File: src/rtl/s_axi_regfile_pkg.sv
// Shared types for the AXI4 slave register file: response codes and the
// write/read channel state encodings.
package s_axi_regfile_pkg;

  typedef enum logic [1:0] {
    OKAY   = 2'b00,
    SLVERR = 2'b10
  } resp_e;

  typedef enum logic [1:0] {
    W_IDLE = 2'd0,
    W_DATA = 2'd1,
    W_RESP = 2'd2
  } wstate_e;

  typedef enum logic {
    R_IDLE = 1'b0,
    R_DATA = 1'b1
  } rstate_e;

endpackage

File: src/rtl/axi_beat_ctr.sv
// Burst beat tracker: register index plus beat count for one AXI channel,
// with current and look-ahead last/index flags.
module axi_beat_ctr
  import s_axi_regfile_pkg::*;
#(
  parameter int IDX_W    = 30,
  parameter int NUM_REGS = 8
) (
  input  logic             clk,
  input  logic             areset,
  input  logic             load,
  input  logic             advance,
  input  logic [IDX_W-1:0] start_idx,
  input  logic [7:0]       len,
  output logic [IDX_W-1:0] idx,
  output logic [IDX_W-1:0] idx_next,
  output logic             last,
  output logic             last_next,
  output logic             oor
);

  logic [IDX_W-1:0] idx_reg;
  logic [7:0]       cnt_reg;
  logic [7:0]       len_reg;

  always_ff @(posedge clk or negedge areset) begin
    if (!areset) begin
      idx_reg <= '0;
      cnt_reg <= '0;
      len_reg <= '0;
    end else if (load) begin
      idx_reg <= start_idx;
      cnt_reg <= '0;
      len_reg <= len;
    end else if (advance) begin
      idx_reg <= idx_reg + IDX_W'(1);
      cnt_reg <= cnt_reg + 8'd1;
    end
  end

  assign idx       = idx_reg;
  assign idx_next  = idx_reg + IDX_W'(1);
  assign last      = (cnt_reg == len_reg);
  // Read data is fetched one beat ahead, so it needs the next beat's flag.
  assign last_next = ((cnt_reg + 8'd1) == len_reg);
  assign oor       = (idx_reg >= IDX_W'(NUM_REGS));

endmodule

File: src/rtl/s_axi_regfile.sv
// AXI4 slave register file with INCR bursts, byte strobes and OKAY/SLVERR.
// Optional read-only registers when S_AXI_REGFILE_RO_EN is defined.
module s_axi_regfile
  import s_axi_regfile_pkg::*;
#(
  parameter int                  DATA_W   = 32,
  parameter int                  ADDR_W   = 32,
  parameter int                  ID_W     = 4,
  parameter int                  NUM_REGS = 8,
  parameter logic [NUM_REGS-1:0] RO_MASK  = '0
) (
  input  logic                       clk,
  input  logic                       areset,
  input  logic [ID_W-1:0]            awid_i,
  input  logic [ADDR_W-1:0]          awaddr_i,
  input  logic [7:0]                 awlen_i,
  input  logic                       awvalid_i,
  output logic                       awready_o,
  input  logic [DATA_W-1:0]          wdata_i,
  input  logic [DATA_W/8-1:0]        wstrb_i,
  input  logic                       wlast_i,
  input  logic                       wvalid_i,
  output logic                       wready_o,
  output logic [ID_W-1:0]            bid_o,
  output logic [1:0]                 bresp_o,
  output logic                       bvalid_o,
  input  logic                       bready_i,
  input  logic [ID_W-1:0]            arid_i,
  input  logic [ADDR_W-1:0]          araddr_i,
  input  logic [7:0]                 arlen_i,
  input  logic                       arvalid_i,
  output logic                       arready_o,
  output logic [ID_W-1:0]            rid_o,
  output logic [DATA_W-1:0]          rdata_o,
  output logic [1:0]                 rresp_o,
  output logic                       rlast_o,
  output logic                       rvalid_o,
  input  logic                       rready_i,
  output logic [NUM_REGS*DATA_W-1:0] regs_o
);

  localparam int STRB_W   = DATA_W / 8;
  localparam int ADDR_LSB = $clog2(STRB_W);
  localparam int IDX_W    = ADDR_W - ADDR_LSB;

`ifdef S_AXI_REGFILE_RO_EN
  localparam logic [NUM_REGS-1:0] RO_EFF = RO_MASK;
`else
  localparam logic [NUM_REGS-1:0] RO_EFF = '0;
`endif

  logic [NUM_REGS*DATA_W-1:0] regs_flat;

  // ---------------- write channel ----------------
  wstate_e          w_state_reg, w_state_next;
  logic             awready_reg, wready_reg, bvalid_reg, w_err_reg;
  logic [ID_W-1:0]  bid_reg;
  logic [IDX_W-1:0] w_idx, w_idx_next;
  logic             w_last, w_last_next, w_oor, w_ro;
  logic             aw_hs, w_hs, b_hs, wr_en;

  assign aw_hs = awvalid_i & awready_reg;
  assign w_hs  = wvalid_i & wready_reg;
  assign b_hs  = bvalid_reg & bready_i;

  axi_beat_ctr #(.IDX_W(IDX_W), .NUM_REGS(NUM_REGS)) u_wctr (
    .clk       (clk),
    .areset    (areset),
    .load      (aw_hs),
    .advance   (w_hs),
    .start_idx (awaddr_i[ADDR_W-1:ADDR_LSB]),
    .len       (awlen_i),
    .idx       (w_idx),
    .idx_next  (w_idx_next),
    .last      (w_last),
    .last_next (w_last_next),
    .oor       (w_oor)
  );

  always_comb begin
    w_ro = 1'b0;
    for (int i = 0; i < NUM_REGS; i++) begin
      if (w_idx == IDX_W'(i)) w_ro = RO_EFF[i];
    end
  end

  assign wr_en = w_hs & ~w_oor & ~w_ro;

  always_comb begin
    w_state_next = w_state_reg;
    case (w_state_reg)
      W_IDLE:  if (aw_hs) w_state_next = W_DATA;
      W_DATA:  if (w_hs && w_last) w_state_next = W_RESP;
      W_RESP:  if (b_hs) w_state_next = W_IDLE;
      default: w_state_next = W_IDLE;
    endcase
  end

  // Handshake outputs are registered from the next state.
  always_ff @(posedge clk or negedge areset) begin
    if (!areset) begin
      w_state_reg <= W_IDLE;
      awready_reg <= 1'b0;
      wready_reg  <= 1'b0;
      bvalid_reg  <= 1'b0;
      bid_reg     <= '0;
      w_err_reg   <= 1'b0;
    end else begin
      w_state_reg <= w_state_next;
      awready_reg <= (w_state_next == W_IDLE);
      wready_reg  <= (w_state_next == W_DATA);
      bvalid_reg  <= (w_state_next == W_RESP);
      if (aw_hs) begin
        bid_reg   <= awid_i;
        w_err_reg <= 1'b0;
      end else if (w_hs && (w_oor || w_ro || (wlast_i != w_last))) begin
        w_err_reg <= 1'b1;
      end
    end
  end

  assign awready_o = awready_reg;
  assign wready_o  = wready_reg;
  assign bvalid_o  = bvalid_reg;
  assign bid_o     = bid_reg;
  assign bresp_o   = (bvalid_reg && w_err_reg) ? SLVERR : OKAY;

  // ---------------- register storage ----------------
  for (genvar gi = 0; gi < NUM_REGS; gi++) begin : g_reg
    logic [DATA_W-1:0] q_reg;

    always_ff @(posedge clk or negedge areset) begin
      if (!areset) begin
        q_reg <= '0;
      end else if (wr_en && (w_idx == IDX_W'(gi))) begin
        for (int b = 0; b < STRB_W; b++) begin
          if (wstrb_i[b]) q_reg[8*b +: 8] <= wdata_i[8*b +: 8];
        end
      end
    end

    assign regs_flat[gi*DATA_W +: DATA_W] = q_reg;
  end

  assign regs_o = regs_flat;

  // ---------------- read channel ----------------
  rstate_e          r_state_reg, r_state_next;
  logic             arready_reg, rvalid_reg, rlast_reg;
  logic [ID_W-1:0]  rid_reg;
  logic [DATA_W-1:0] rdata_reg, rd_data;
  logic [1:0]       rresp_reg;
  logic [IDX_W-1:0] r_idx, r_idx_next, rd_idx;
  logic             r_last, r_last_next, r_oor, rd_last, rd_oor;
  logic             ar_hs, r_hs, r_adv;

  assign ar_hs = arvalid_i & arready_reg;
  assign r_hs  = rvalid_reg & rready_i;
  assign r_adv = r_hs & ~rlast_reg;

  axi_beat_ctr #(.IDX_W(IDX_W), .NUM_REGS(NUM_REGS)) u_rctr (
    .clk       (clk),
    .areset    (areset),
    .load      (ar_hs),
    .advance   (r_adv),
    .start_idx (araddr_i[ADDR_W-1:ADDR_LSB]),
    .len       (arlen_i),
    .idx       (r_idx),
    .idx_next  (r_idx_next),
    .last      (r_last),
    .last_next (r_last_next),
    .oor       (r_oor)
  );

  // The beat being loaded into the output register: first beat at AR, else the next one.
  assign rd_idx  = ar_hs ? araddr_i[ADDR_W-1:ADDR_LSB] : r_idx_next;
  assign rd_last = ar_hs ? (arlen_i == 8'd0) : r_last_next;
  assign rd_oor  = (rd_idx >= IDX_W'(NUM_REGS));

  always_comb begin
    rd_data = '0;
    for (int i = 0; i < NUM_REGS; i++) begin
      if (rd_idx == IDX_W'(i) && !RO_EFF[i]) rd_data = regs_flat[i*DATA_W +: DATA_W];
    end
  end

  always_comb begin
    r_state_next = r_state_reg;
    case (r_state_reg)
      R_IDLE:  if (ar_hs) r_state_next = R_DATA;
      R_DATA:  if (r_hs && rlast_reg) r_state_next = R_IDLE;
      default: r_state_next = R_IDLE;
    endcase
  end

  always_ff @(posedge clk or negedge areset) begin
    if (!areset) begin
      r_state_reg <= R_IDLE;
      arready_reg <= 1'b0;
      rvalid_reg  <= 1'b0;
      rid_reg     <= '0;
      rdata_reg   <= '0;
      rresp_reg   <= OKAY;
      rlast_reg   <= 1'b0;
    end else begin
      r_state_reg <= r_state_next;
      arready_reg <= (r_state_next == R_IDLE);
      rvalid_reg  <= (r_state_next == R_DATA);
      if (ar_hs) rid_reg <= arid_i;
      if (ar_hs || r_adv) begin
        rdata_reg <= rd_data;
        rresp_reg <= rd_oor ? SLVERR : OKAY;
        rlast_reg <= rd_last;
      end
    end
  end

  assign arready_o = arready_reg;
  assign rvalid_o  = rvalid_reg;
  assign rid_o     = rid_reg;
  assign rdata_o   = rdata_reg;
  assign rresp_o   = rresp_reg;
  assign rlast_o   = rlast_reg;

  logic unused_sink;
  assign unused_sink = ^{r_idx, r_last, r_oor, w_idx_next, w_last_next, awaddr_i, araddr_i};

endmodule

File: config.mk
export PLATFORM = sky130hd
export DESIGN_NAME = s_axi_regfile
export DESIGN_NICKNAME = d
export VERILOG_FILES = /design/src/rtl/s_axi_regfile_pkg.sv /design/src/rtl/axi_beat_ctr.sv /design/src/rtl/s_axi_regfile.sv
export SDC_FILE = /design/constraint.sdc
export NUM_CORES = 1
export LEC_CHECK = 0
export ABC_AREA = 0
export BUFFER_PORTS_ARGS = -buffer_cell sky130_fd_sc_hd__buf_2
export CORE_MARGIN = 4
export CORE_UTILIZATION = 36
export CTS_CLUSTER_DIAMETER = 60
export DETAILED_ROUTE_END_ITERATION = 6
export PLACE_DENSITY_LB_ADDON = 0.3
export SLEW_MARGIN = 20
export SYNTH_ARGS = -nofsm -noshare
export SYNTH_HDL_FRONTEND = slang
export SYNTH_HIERARCHICAL = 1
export SYNTH_SLANG_ARGS = --single-unit
File: constraint.sdc
create_clock -name clk -period 3.15 [get_ports clk]
set_input_delay 0.63 -clock clk [delete_from_list [all_inputs] [get_ports clk]]
set_output_delay 0.63 -clock clk [all_outputs]
set_load 0.02 [all_outputs]
# After elaboration in Yosys (flattened, before gate mapping)
# Index checks and enable logic that the tools add are counted.
# classes
addsub,4
n_lt_le_gt_ge,2
eq_ne,21
mux,29
bitwise_logic,11
n_reduce_logical,54
# ops
op,count
32-bit 2-to-1 mux,8
"30-bit by 3-bit equality test with 1-bit output, second input constant",8
30-bit 2-to-1 mux,5
"30-bit by 2-bit equality test with 1-bit output, second input constant",4
2-bit AND reduction,32
"30-bit by 1-bit adder with 30-bit output, second input constant",2
"30-bit by 1-bit equality test with 1-bit output, second input constant",2
"30-bit by 4-bit >= comparator with 1-bit output, second input constant",2
30-bit zero test,2
8-bit 2-to-1 mux,4
"8-bit by 1-bit adder with 8-bit output, second input constant",2
8-bit equality test,2
1-bit logical AND,12
2-bit 2-to-1 mux,5
8-bit zero test,1
1-bit bitwise AND,7
2-bit case mux with 3 select lines,1
2-bit nonzero test,3
1-bit 2-to-1 mux,5
"2-bit by 1-bit equality test with 1-bit output, second input constant",2
"2-bit equality test, second input constant",2
2-bit zero test,2
1-bit NOT,4
1-bit logical OR,2
other kinds (2),2
# totals
reg_bits,399
input_bits,132
elab_cells,171

# Logic depth before layout (Yosys ltp)
# depth
word_depth,11
ltp_mapped,15
mapped_depth_nobuf,11

# Modules after synthesis
# The synthesis kept the hierarchy.
# modules_own_cells
mod,instances,cells_per_inst,area_each_um2,seq_area_each_um2
s_axi_regfile,1,1095,13808.2,7657.3
axi_beat_ctr,2,395,3344.5,1151.1

# Worst setup path after synthesis
# Ideal clock, no wire load.
# synth_timing
kind,reg2reg
start,"register u_rctr.idx_reg[2], in the netlist u_rctr/idx[2]"
end,"register rdata_reg[19], in the netlist rdata_o[19]"
arrival_ps,3016
setup_slack_ps,39
path_stages_with_launch,16
n_path_buf,5
period_less_slack_ps,3111
path_cell_list,dfrtp_1 buf_4 nand3_1 buf_2 or4_1 buf_2 nor3_1 xor2_1 nor4_1 and3_2 and4_2 o211ai_1 buf_2 clkbuf_1 nor2_1 o31ai_1
# synth_via
elab_chain_len,11
elab_cells_between_ends,18
classes_between,add/sub (1); eq/ne (7); mux (9); reduce/logical (1)
# synth_rtl
element,line_no,source
"start, declared",axi_beat_ctr.sv:22,logic [IDX_W-1:0] idx_reg;
"start signal, assigned",axi_beat_ctr.sv:32,idx_reg <= start_idx;
"start signal, assigned",axi_beat_ctr.sv:36,idx_reg <= idx_reg + IDX_W'(1);
30-bit by 1-bit adder with 30-bit output *,axi_beat_ctr.sv:42,assign idx_next = idx_reg + IDX_W'(1);
via r_idx_next[23],s_axi_regfile.sv:153,"logic [IDX_W-1:0] r_idx, r_idx_next, rd_idx;"
30-bit 2-to-1 mux *,s_axi_regfile.sv:176,assign rd_idx = ar_hs ? araddr_i[ADDR_W-1:ADDR_LSB] : r_idx_next;
30-bit zero test,s_axi_regfile.sv:183,if (rd_idx == IDX_W'(i) && !RO_EFF[i]) rd_data = regs_flat[i*DATA_W +: DATA_W];
32-bit 2-to-1 mux (7 in series),s_axi_regfile.sv:183,
32-bit 2-to-1 mux *,s_axi_regfile.sv:183,
"end signal, assigned",s_axi_regfile.sv:211,rdata_reg <= rd_data;
"end, declared",s_axi_regfile.sv:151,"logic [DATA_W-1:0] rdata_reg, rd_data;"
# Mark *: on every way through the listed nets, which the timed path passes. The rest lies on a longest branch.
# A chain may end at the register's enable or synchronous reset.

# Worst setup path after layout
# layout_timing
start,"register u_rctr.idx_reg[11], in the netlist u_rctr/idx[11]"
end,"register rdata_reg[8], in the netlist rdata_o[8]"
# Same word-level chain as after synthesis.

==> summary.txt <==
Startpoint Class - flip-flop
Dpl ws - -0.178 ns
Initial antenna violation count - 7
Root Driver - clkbuf_16
Worst Path Buf+Inv - 2
Most frequent CP cell - nand4_1
Max Cap Viol - 0
Setup violators final - 0
HPWL Detailed - 51.7 mm
CTS tree - done
FMAX - 321 MHz
Clk Latency, worst-skew pair - 0.58 ns
Setup CP Type - flip-flop to flip-flop
Reg power frac - 32.6%
Max Slew Vio Count - 0
Most common cell after layout, fill and taps aside - buf_2
Largest net degree at the start of global routing - 90
Critical-path maximum fanout - 8
P per Cell Area - 743 nW/um^2
Final WS setup - 0.0346 ns
Final wirelength - 71.8 mm
Unrepaired setup endpoints after global routing - yes
FP Rows - 85
Clock power share - 30.4%
Worst path arrival time - 3.59 ns
Status - finished, final reports clean
Worst-Margin Slew - 0.824 ns
Core Box Area - 54100 sq um
Max FFs per register - 256
GR Overflow Total - 0
H-tree depth - 2
Drt pass-1 iters - 5
Yosys warning count - 6
Reg clk slew, reported paths - 0.06 ns
Final worst path period share - 98.9%
GRT Total Usage - 23.6%
Net Sw Frac - 37.6%
Post-Syn Instances - 1786
VDD IR-drop max - 636 uV
Worst-path cell chain - nand4_1 > or4_4 > nor3_4 > xor2_2 > nor4_2 > and3_4 > nand4_1 > a2111oi_4 > buf_6 > clkbuf_16 > a22oi_1 > o31ai_1
Area grow syn2layout - 31.4%
Residual DRC - 0
Vias in the first global route - 17.3k
Post-Syn Area - 19800 sq um
Internal - 12.1 mW
Final hold viol count - 0
Worst Hold Class - primary input to asynchronous set/reset pin
Fraction of layout cells with a size suffix above 1 - 44.9%
Sink Count - 398
Post-route antenna net violation count - 0
GPL Wtd Cong - 0.918
Iter 0 DRT Violations - 1122
Slew headroom - 45.0%
Ports - 438
Starting density of the core - 36.6%
Period minus WS final - 3.12 ns
Setup Skew - 0.0194 ns
Crit-path slowest cell - or4_4
Element type at the critical path end - flip-flop
Crit path max-delay family - simple AND/OR/NAND/NOR gates
Routed WL per cell - 23.6 um
Mean Syn Cell Area - 11.1 sq um
Port Buffer Count - 431
Comb pwr share - 37.0%
Hold slack - 0.0913 ns
Die area - 58900 sq um
Commonest cells after routing, fill and taps aside - buf_2 (430), dfrtp_1 (398), mux2_2 (278), nor2_1 (148), buf_4 (121)
Die X - 243 um
Die Y-Extent - 243 um
Via count - 16.9k
CP Launch Point - u_rctr/idx[11]
Final nets - 2442
Cts hold-fix bufs - 0
Fill count - 4946
P_sw - 7.27 mW
Vias per std cell - 5.57
FF-to-FF Start - u_rctr/idx[11]
Max Root-Sink Buffers - 3
First-pass GRT wire length - 108 mm
Worst EP required - 3.63 ns
Pleak - 12.9 nW
CTS Buf Count - 48
Final Util - 48.1%
Worst path max stage delay - 0.59 ns
-- cell type report --
type / instances / area (sq um) / area share, %
antenna: 3 / 7.51 / 0.0288
clock buffer: 68 / 1440 / 5.52
clock inverter: 20 / 264 / 1.01
inverter: 21 / 78.8 / 0.303
multi-input combinational: 1238 / 9460 / 36.3
sequential: 398 / 9960 / 38.2
tap: 696 / 871 / 3.34
timing repair buffer: 597 / 3960 / 15.2
-- path summary, 6_finish.rpt --
| check | endpoint | slack [ns] | cells past startpoint |
|---|---|---|---|
| max in group asynchronous | g_reg[1].q_reg[11] | 2.17 | 2 |
| min | u_rctr/idx[7] | 0.09 | 1 |
| min in group clk | rid_o[1] | 0.26 | 3 |
| min reg2reg | rid_o[2] | 0.49 | 2 |
| max reg2reg | rdata_o[8] | 0.03 | 12 |
| max | rdata_o[8] | 0.03 | 12 |
-- timing repair --
item                       in CTS  in global routing
resized for setup              18                 50
setup buffers                   4                  3
cloned                          2                  1
pin swaps                      10                  8
setup endpoints to repair      30                182
-- power groups by stage --
stage	combinational, mW	sequential (mW)	clock (mW)
global placement	6.89	6.34	0
CTS	7.04	6.28	6.02
floorplan	4.36	6.33	0
finish	7.16	6.30	5.88
detailed placement	6.98	6.36	0
global route	7.78	6.39	6.23
-- per-layer routing --
| metal | wire length (um) | GRT usage, % | share of wire (%) | up-vias |
|---|---|---|---|---|
| met4 | 2530 | 8.39 | 3.5 | 6 |
| met5 | 30 | 0 | 0.042 | - |
| met1 | 30500 | 31.0 | 42 | 8546 |
| met3 | 5220 | 5.62 | 7.3 | 154 |
| met2 | 33600 | 38.2 | 47 | 611 |
| li1 | - | - | - | 7622 |
-- through the flow --
| step | std cells | power [mW] | area [sq um] | setup TNS [ns] |
|---|---|---|---|---|
| 2_1_floorplan | 1787 | 10.7 | 19800 | 0 |
| 3_3_place_gp | 2941 | 13.2 | 23900 | -3.63 |
| 3_5_place_dp | 2941 | 13.3 | 23900 | -4.65 |
| 4_1_cts | 3035 | 19.3 | 25800 | -0.000450 |
| 5_1_grt | 3038 | 20.4 | 26000 | -3.44 |
| 6_report | 3041 | 19.3 | 26000 | 0 |
Note: power is estimated with default switching activity, not from simulation.
